### config.mk
export PLATFORM = sky130hd
export DESIGN_NAME = pipe_stall_ctrl
export DESIGN_NICKNAME = d
export VERILOG_FILES = /design/src/rtl/pipe_stall_ctrl.sv
export SDC_FILE = /design/constraint.sdc
export NUM_CORES = 1
export LEC_CHECK = 0
export CAP_MARGIN = 25
export CORE_MARGIN = 2
export CORE_UTILIZATION = 35
export DETAILED_ROUTE_END_ITERATION = 8
export PLACE_DENSITY = 0.67
export SLEW_MARGIN = 40
export SYNTH_ARGS = -nofsm -noshare
export SYNTH_HDL_FRONTEND = slang
export SYNTH_SLANG_ARGS = --single-unit
### constraint.sdc
create_clock -name clk -period 2.4 [get_ports clk]
set_input_delay 0.6 -clock clk [delete_from_list [all_inputs] [get_ports clk]]
set_output_delay 0.6 -clock clk [all_outputs]
set_load 0.03 [all_outputs]
### src/rtl/pipe_stall_ctrl.sv
// pipe_stall_ctrl: central stall/flush sequencer for the 5-stage pipeline.
// Sequences data-memory wait states, load-use bubbles and syscall halt/resume,
// and counts non-halted cycles for the display.
// Optional feature macro: PIPE_STALL_STATS_EN adds the stall_cnt output.
module pipe_stall_ctrl #(
   parameter int unsigned MEM_LAT = 2,
   parameter int unsigned WCNT_W  = 4
) (
   input  logic        clk,
   input  logic        rst,
   input  logic        mem_req,
   input  logic        load_use,
   input  logic        syscall_halt,
   input  logic        go,
   output logic        mem_en,
   output logic        stall_front,
   output logic        bubble_idex,
   output logic        stall_back,
   output logic        halted,
   output logic [31:0] cycle_cnt
`ifdef PIPE_STALL_STATS_EN
   ,
   output logic [31:0] stall_cnt
`endif
);

   localparam int unsigned       CNT_W     = 32;
   localparam logic              MULTI     = (MEM_LAT > 32'd1);
   localparam logic [WCNT_W-1:0] WCNT_LOAD = WCNT_W'(MEM_LAT - 32'd1);
   localparam logic [WCNT_W-1:0] WCNT_ONE  = WCNT_W'(1);

   typedef enum logic [1:0] {
      RUN      = 2'd0,
      MEM_WAIT = 2'd1,
      HALT     = 2'd2
   } state_t;

   state_t            state_q, state_d;
   logic [WCNT_W-1:0] wcnt_q, wcnt_d;
   logic              skip_q, skip_d;
   logic              sys;
   logic              mstall;

   // State, wait counter and syscall-mask registers
   always_ff @(posedge clk or negedge rst) begin
      if (!rst) begin
         state_q <= RUN;
         wcnt_q  <= '0;
         skip_q  <= 1'b0;
      end else begin
         state_q <= state_d;
         wcnt_q  <= wcnt_d;
         skip_q  <= skip_d;
      end
   end

   // Next-state and Mealy outputs; everything forced low while reset is held
   always_comb begin
      state_d     = state_q;
      wcnt_d      = wcnt_q;
      skip_d      = skip_q;
      sys         = 1'b0;
      mstall      = 1'b0;
      mem_en      = 1'b0;
      stall_front = 1'b0;
      bubble_idex = 1'b0;
      stall_back  = 1'b0;
      halted      = 1'b0;
      if (rst) begin
         sys    = syscall_halt & ~skip_q;
         mstall = (state_q == RUN) & mem_req & ~sys & MULTI;
         unique case (state_q)
            RUN: begin
               if (sys) begin
                  state_d = HALT;
               end else if (mstall) begin
                  state_d = MEM_WAIT;
                  wcnt_d  = WCNT_LOAD;
               end
               stall_back  = sys | mstall;
               bubble_idex = ~sys & ~mstall & load_use;
               mem_en      = mem_req & ~sys;
            end
            MEM_WAIT: begin
               if (wcnt_q > WCNT_ONE) begin
                  wcnt_d = wcnt_q - WCNT_ONE;
               end else begin
                  state_d = RUN;
               end
               stall_back = (wcnt_q > WCNT_ONE);
               mem_en     = mem_req;
            end
            HALT: begin
               stall_back = 1'b1;
               halted     = 1'b1;
               if (go) begin
                  state_d = RUN;
                  skip_d  = 1'b1;
               end
            end
            default: begin
               state_d = RUN;
            end
         endcase
         stall_front = stall_back | bubble_idex;
         // Back end advanced past the serviced syscall
         if (!stall_back) begin
            skip_d = 1'b0;
         end
      end
   end

   // Non-halted cycle counter, wraps naturally
   always_ff @(posedge clk or negedge rst) begin
      if (!rst) begin
         cycle_cnt <= '0;
      end else if (state_q != HALT) begin
         cycle_cnt <= cycle_cnt + CNT_W'(1);
      end
   end

`ifdef PIPE_STALL_STATS_EN
   // Front-end stall cycle counter, excluding halted cycles
   always_ff @(posedge clk or negedge rst) begin
      if (!rst) begin
         stall_cnt <= '0;
      end else if (stall_front && (state_q != HALT)) begin
         stall_cnt <= stall_cnt + CNT_W'(1);
      end
   end
`endif

endmodule
Yosys cells after proc, flatten, opt, wreduce, memory -nomap -nowiden:

Index checks and enable logic that the tools add are counted.

* register bits: 39
* input port bits: 6
* memories: 0
* bits in latches: 0
* word-level logic and storage cells: 57
* ROM bits: 0
* output and inout port bits: 37
* RAM bits: 0

* eq/ne operators: 11
* bitwise gates (word level): 11
* shift operators: 0
* divide/modulo/power cells: 0
* muxes and demuxes: 23
* $lt $le $gt $ge: 1
* $mul: 0
* reductions and logical operators: 5
* $add $sub $neg: 2

Operators by type and width (count)
* 32-bit by 1-bit adder with 32-bit output (second input constant): 1
* 2-bit != test (second input constant): 7
* 1-bit 2-to-1 mux: 12
* 4-bit 2-to-1 mux: 3
* 2-bit 2-to-1 mux: 4
* 4-bit one-hot mux with 2 select lines: 1
* 1-bit bitwise AND: 6
* 2-bit one-hot mux with 3 select lines: 1
* 5-bit AND reduction: 1
* 4-bit by 1-bit > comparator with 1-bit output (second input constant): 1
* 4-bit AND reduction: 1
* 4-bit by 1-bit subtractor with 4-bit output (second input constant): 1
* 3-bit by 2-bit != test with 1-bit output (second input constant): 1
* 1-bit NOT: 3
* 1-bit one-hot mux with 3 select lines: 1
* 3-bit AND reduction: 1
* 2-bit by 1-bit equality test with 1-bit output (second input constant): 1
* 2-bit equality test (second input constant): 1
* 2-bit logical NOT: 1
* 2-bit by 1-bit != test with 1-bit output (second input constant): 1
* 1-bit bitwise OR: 2
* 1-bit one-hot mux with 2 select lines: 1
* 2-bit nonzero test: 1

Logic depth before layout (Yosys ltp):

* word-level depth: 11
* gate-level depth with buffers: 7
* gate-level depth less buffers: 6

Worst setup path after synthesis:

OpenSTA, ideal clock, no wires.

* path kind: input to output
* from: in rst
* to: out bubble_idex
* arrival time: 1.598 ns
* slack: 0.202 ns
* buffers on the path: 0
* cell stages on the path: 3
* data required time: 1.800 ns
* cell sequence: nor2b_1 nand3b_1 nor3_1

* cells in the longest elaborated chain, start to end: 1

RTL lines
* start, declared: RTL line 10 `input logic rst,`
* 1-bit 2-to-1 mux: RTL line 69 `if (rst) begin`
* end, declared: RTL line 17 `output logic bubble_idex,`

No other way between the ends.

Worst setup path after layout:

* from: reg wcnt_q[0]
* to: out stall_back

* cells in the longest elaborated chain, start to end: 4

RTL lines
* start, declared: RTL line 39 `logic [WCNT_W-1:0] wcnt_q, wcnt_d;`
* start signal, assigned: RTL line 52 `wcnt_q <= wcnt_d;`
* 4-bit by 1-bit > comparator with 1-bit output: RTL line 90 `stall_back = (wcnt_q > WCNT_ONE);`
* 1-bit one-hot mux with 3 select lines: RTL line 72 `unique case (state_q)`
* 1-bit 2-to-1 mux (2 in a row): RTL line 69
* end, declared: RTL line 18 `output logic stall_back,`

No other way between the ends. The select of a mux whose other input is x is not followed.

==> reports/metrics.yaml <==
clock_network:
  insertion_delay_ns: 0.28
  cts_made_buffers: 5
  htreeDepth: 2
  cts_root_buf: "clkbuf_8"
  cts_buffer_depth: 2
  cts_sinks: 39
  cts_tree: "done"
  cts.clk_slew.worst_paths_ns: 0.07
  cts_hold_buf: 0
setup_path:
  cp-end-kind: "output port"
  path_max_fanout: 3
  cp.arrival_ns: 1.70
  critPathKind: "flip-flop to output port"
  critPathLaunchType: "flip-flop"
  timing.rr.start: "state_q[0]"
  critPathRequiredTime_ns: 1.80
  crit_path_start: "wcnt_q[0]"
synthesis:
  ys_ff_latch: 39
  ys_seq_area_frac: 0.485
  yosysWarnings: 0
  syn-num-nets: 199
  netlist_area_sq_um: 2010
  syn-mean-instance-area_sq_um: 10.6
  synth_edf_count: 0
  netlist_instances: 190
  ys_types: 41
  synth_ff_type: "dfrtp_1"
  ys_async_sr_fraction: 1.00
place:
  placed_cell_area_sq_um: 2530
  place_congestion: 0.772
  place_hpwl_um: 2890
  io_buffers: 42
timing:
  fin_skew_ns: 0.00110
  slew_viol_final: 0
  period_share: 0.958
  worst_pin_slew_ns: 0.381
  hold_ws_ns: 0.323
  slew_headroom: 0.746
  period_minus_slack_ns: 2.30
  grt_setup_unrepaired: "no"
  fmax_mhz: 435
  hold_viol_final: 0
  setup_tns_ns: 0
  setup_viol: 0
power:
  p_per_area_nw_per_um2: 792
  ir_drop_uv: 481
  p_leak_nw: 1.21
  p_total_mw: 2.12
routing:
  wl_per_cell_um: 13.3
  drcViolationCount: 0
  wl_um: 4160
  drt_first_pass_iters: 4
  drtAntennaViolNets: 0
  vias: 1542
  drtIter0Drc: 94
  viasPerCell: 4.93
global_routing:
  grt_pass1_vias: 1511
  grt_overflow: 0
  antenna_found_initial: 0
  grt_first_pass_wirelength_um: 6870
  grt_max_degree: 29
  grt_usage: 0.138
die:
  die-area_sq_um: 6370
  core-area_sq_um: 5540
  die_h_um: 79.8
  initial_core_util: 0.363
  rows: 27
  die_x_um: 79.8
  top_level_ports: 43
cells_and_area:
  design_area_sq_um: 2670
  layout-drive-gt1-share: 0.162
  nFillCells: 507
  syn2layout_area_growth_pct: 32.8
  fin_util: 0.482
  final_nets: 251
  num_antenna_cells: 0
run:
  maxCapViolCount: 0
hold_path:
  hold_class: "input pin to asynchronous set/reset pin"
run_status:
  status: "complete, no violations"
## worst max-delay path: stages, from the launching register on
cell and delay [ns]:
dfrtp_1 0.40, buf_4 0.16, ha_4 0.15, nor2_2 0.12, o31ai_4 0.09, o22a_1 0.23
nor2b_1 0.11, buf_4 0.16
## cells in the mapped netlist, drive strengths merged (2+ instances only)
cell | instances | area (sq um)
a21oi | 5 | 25.0
and2 | 4 | 25.0
and3 | 5 | 33.8
and4 | 3 | 28.8
buf | 5 | 33.8
dfrtp | 39 | 976
ha | 3 | 37.5
inv | 10 | 37.5
mux2i | 2 | 20.0
nand2 | 17 | 63.8
nand2b | 5 | 31.3
nand3 | 9 | 50.1
nand3b | 2 | 15.0
nand4 | 4 | 40.0
nor2 | 6 | 22.5
nor2b | 4 | 25.0
nor3 | 9 | 45.0
nor4 | 13 | 128
o22ai | 2 | 12.5
xnor2 | 12 | 105
xor2 | 19 | 166
## registers in the layout, indices dropped and copies added, names as in the netlist
register and cells:
cycle_cnt 32, wcnt_q 4, skip_q 1, state_q 2
## stage by stage
| step | setup slack, ns | std cells |
|---|---|---|
| 2_1_floorplan | 0.202 | 190 |
| 3_3_place_gp | -0.0159 | 306 |
| 3_5_place_dp | -0.0306 | 306 |
| 4_1_cts | -0.0195 | 312 |
| 5_1_grt | 0.0297 | 313 |
| 6_report | 0.101 | 313 |
## logic make-up after synthesis
family,Yosys count,share of synthesized area
simple gates,84,0.264
flops,39,0.485
xor+xnor,31,0.135
buf+inv,16,0.0373
compound gates,15,0.0510
fa+ha+maj,3,0.0186
mux,2,0.00994
## final cells by class
type                    instances  area (sq um)  area share
repair buffers                 51           479       0.179
clock buffers                   6          72.6      0.0272
flip-flops and latches         39           976       0.365
well taps                      72          90.1      0.0337
inverters                      10          37.5      0.0140
multi-input cells             135          1020       0.381
## metal layers
| layer | global-route usage | wire [um] | vias up |
|---|---|---|---|
| met4 | 0.0610 | 82 | 0 |
| met5 | 0 | 0 | - |
| met1 | 0.177 | 1880 | 742 |
| met2 | 0.225 | 2040 | 32 |
| met3 | 0.0294 | 156 | 8 |
| li1 | - | - | 760 |
## worst paths after layout
| path | depth (start not counted) | slack [ns] | to |
|---|---|---|---|
| worst max-delay path | 7 | 0.10 | stall_back |
| worst min-delay path | 2 | 0.32 | skip_q |
| worst max register to register | 5 | 0.60 | cycle_cnt[26] |
| worst min register to register | 1 | 0.48 | cycle_cnt[31] |
| max in group asynchronous | 3 | 1.53 | cycle_cnt[9] |
| min in group clk | 1 | 0.48 | cycle_cnt[31] |
## power breakdown
part | switching, mW | internal, mW
Clock | 0.198 | 0.193
Combinational | 0.437 | 0.375
Sequential | 0.145 | 0.767
Total | 0.780 | 1.34
## repair_timing
action	4_1_cts	5_1_grt
endpoints found under the hold margin	0	0
gates resized for setup	3	12
endpoints found under the setup margin	2	2
pin swaps	0	4
buffers inserted	0	1
## layout by cell type, fill, tap and decap left out, drive strengths merged, types with 2 or more instances in the layout
| cell | count |
|---|---|
| inv | 10 |
| mux2i | 2 |
| ha | 3 |
| xor2 | 19 |
| nand4 | 4 |
| dlymetal6s2s | 2 |
| a21oi | 5 |
| nand2b | 5 |
| and3 | 5 |
| clkbuf | 6 |
| nand2 | 17 |
| xnor2 | 12 |
| dfrtp | 39 |
| and2 | 4 |
| o22ai | 2 |
| nand3 | 9 |
| nor2 | 6 |
| nand3b | 2 |
| buf | 15 |
| clkdlybuf4s50 | 34 |
| nor4 | 13 |
| nor3 | 9 |
| and4 | 3 |
| nor2b | 4 |
Power figures use the tool's default switching activity.
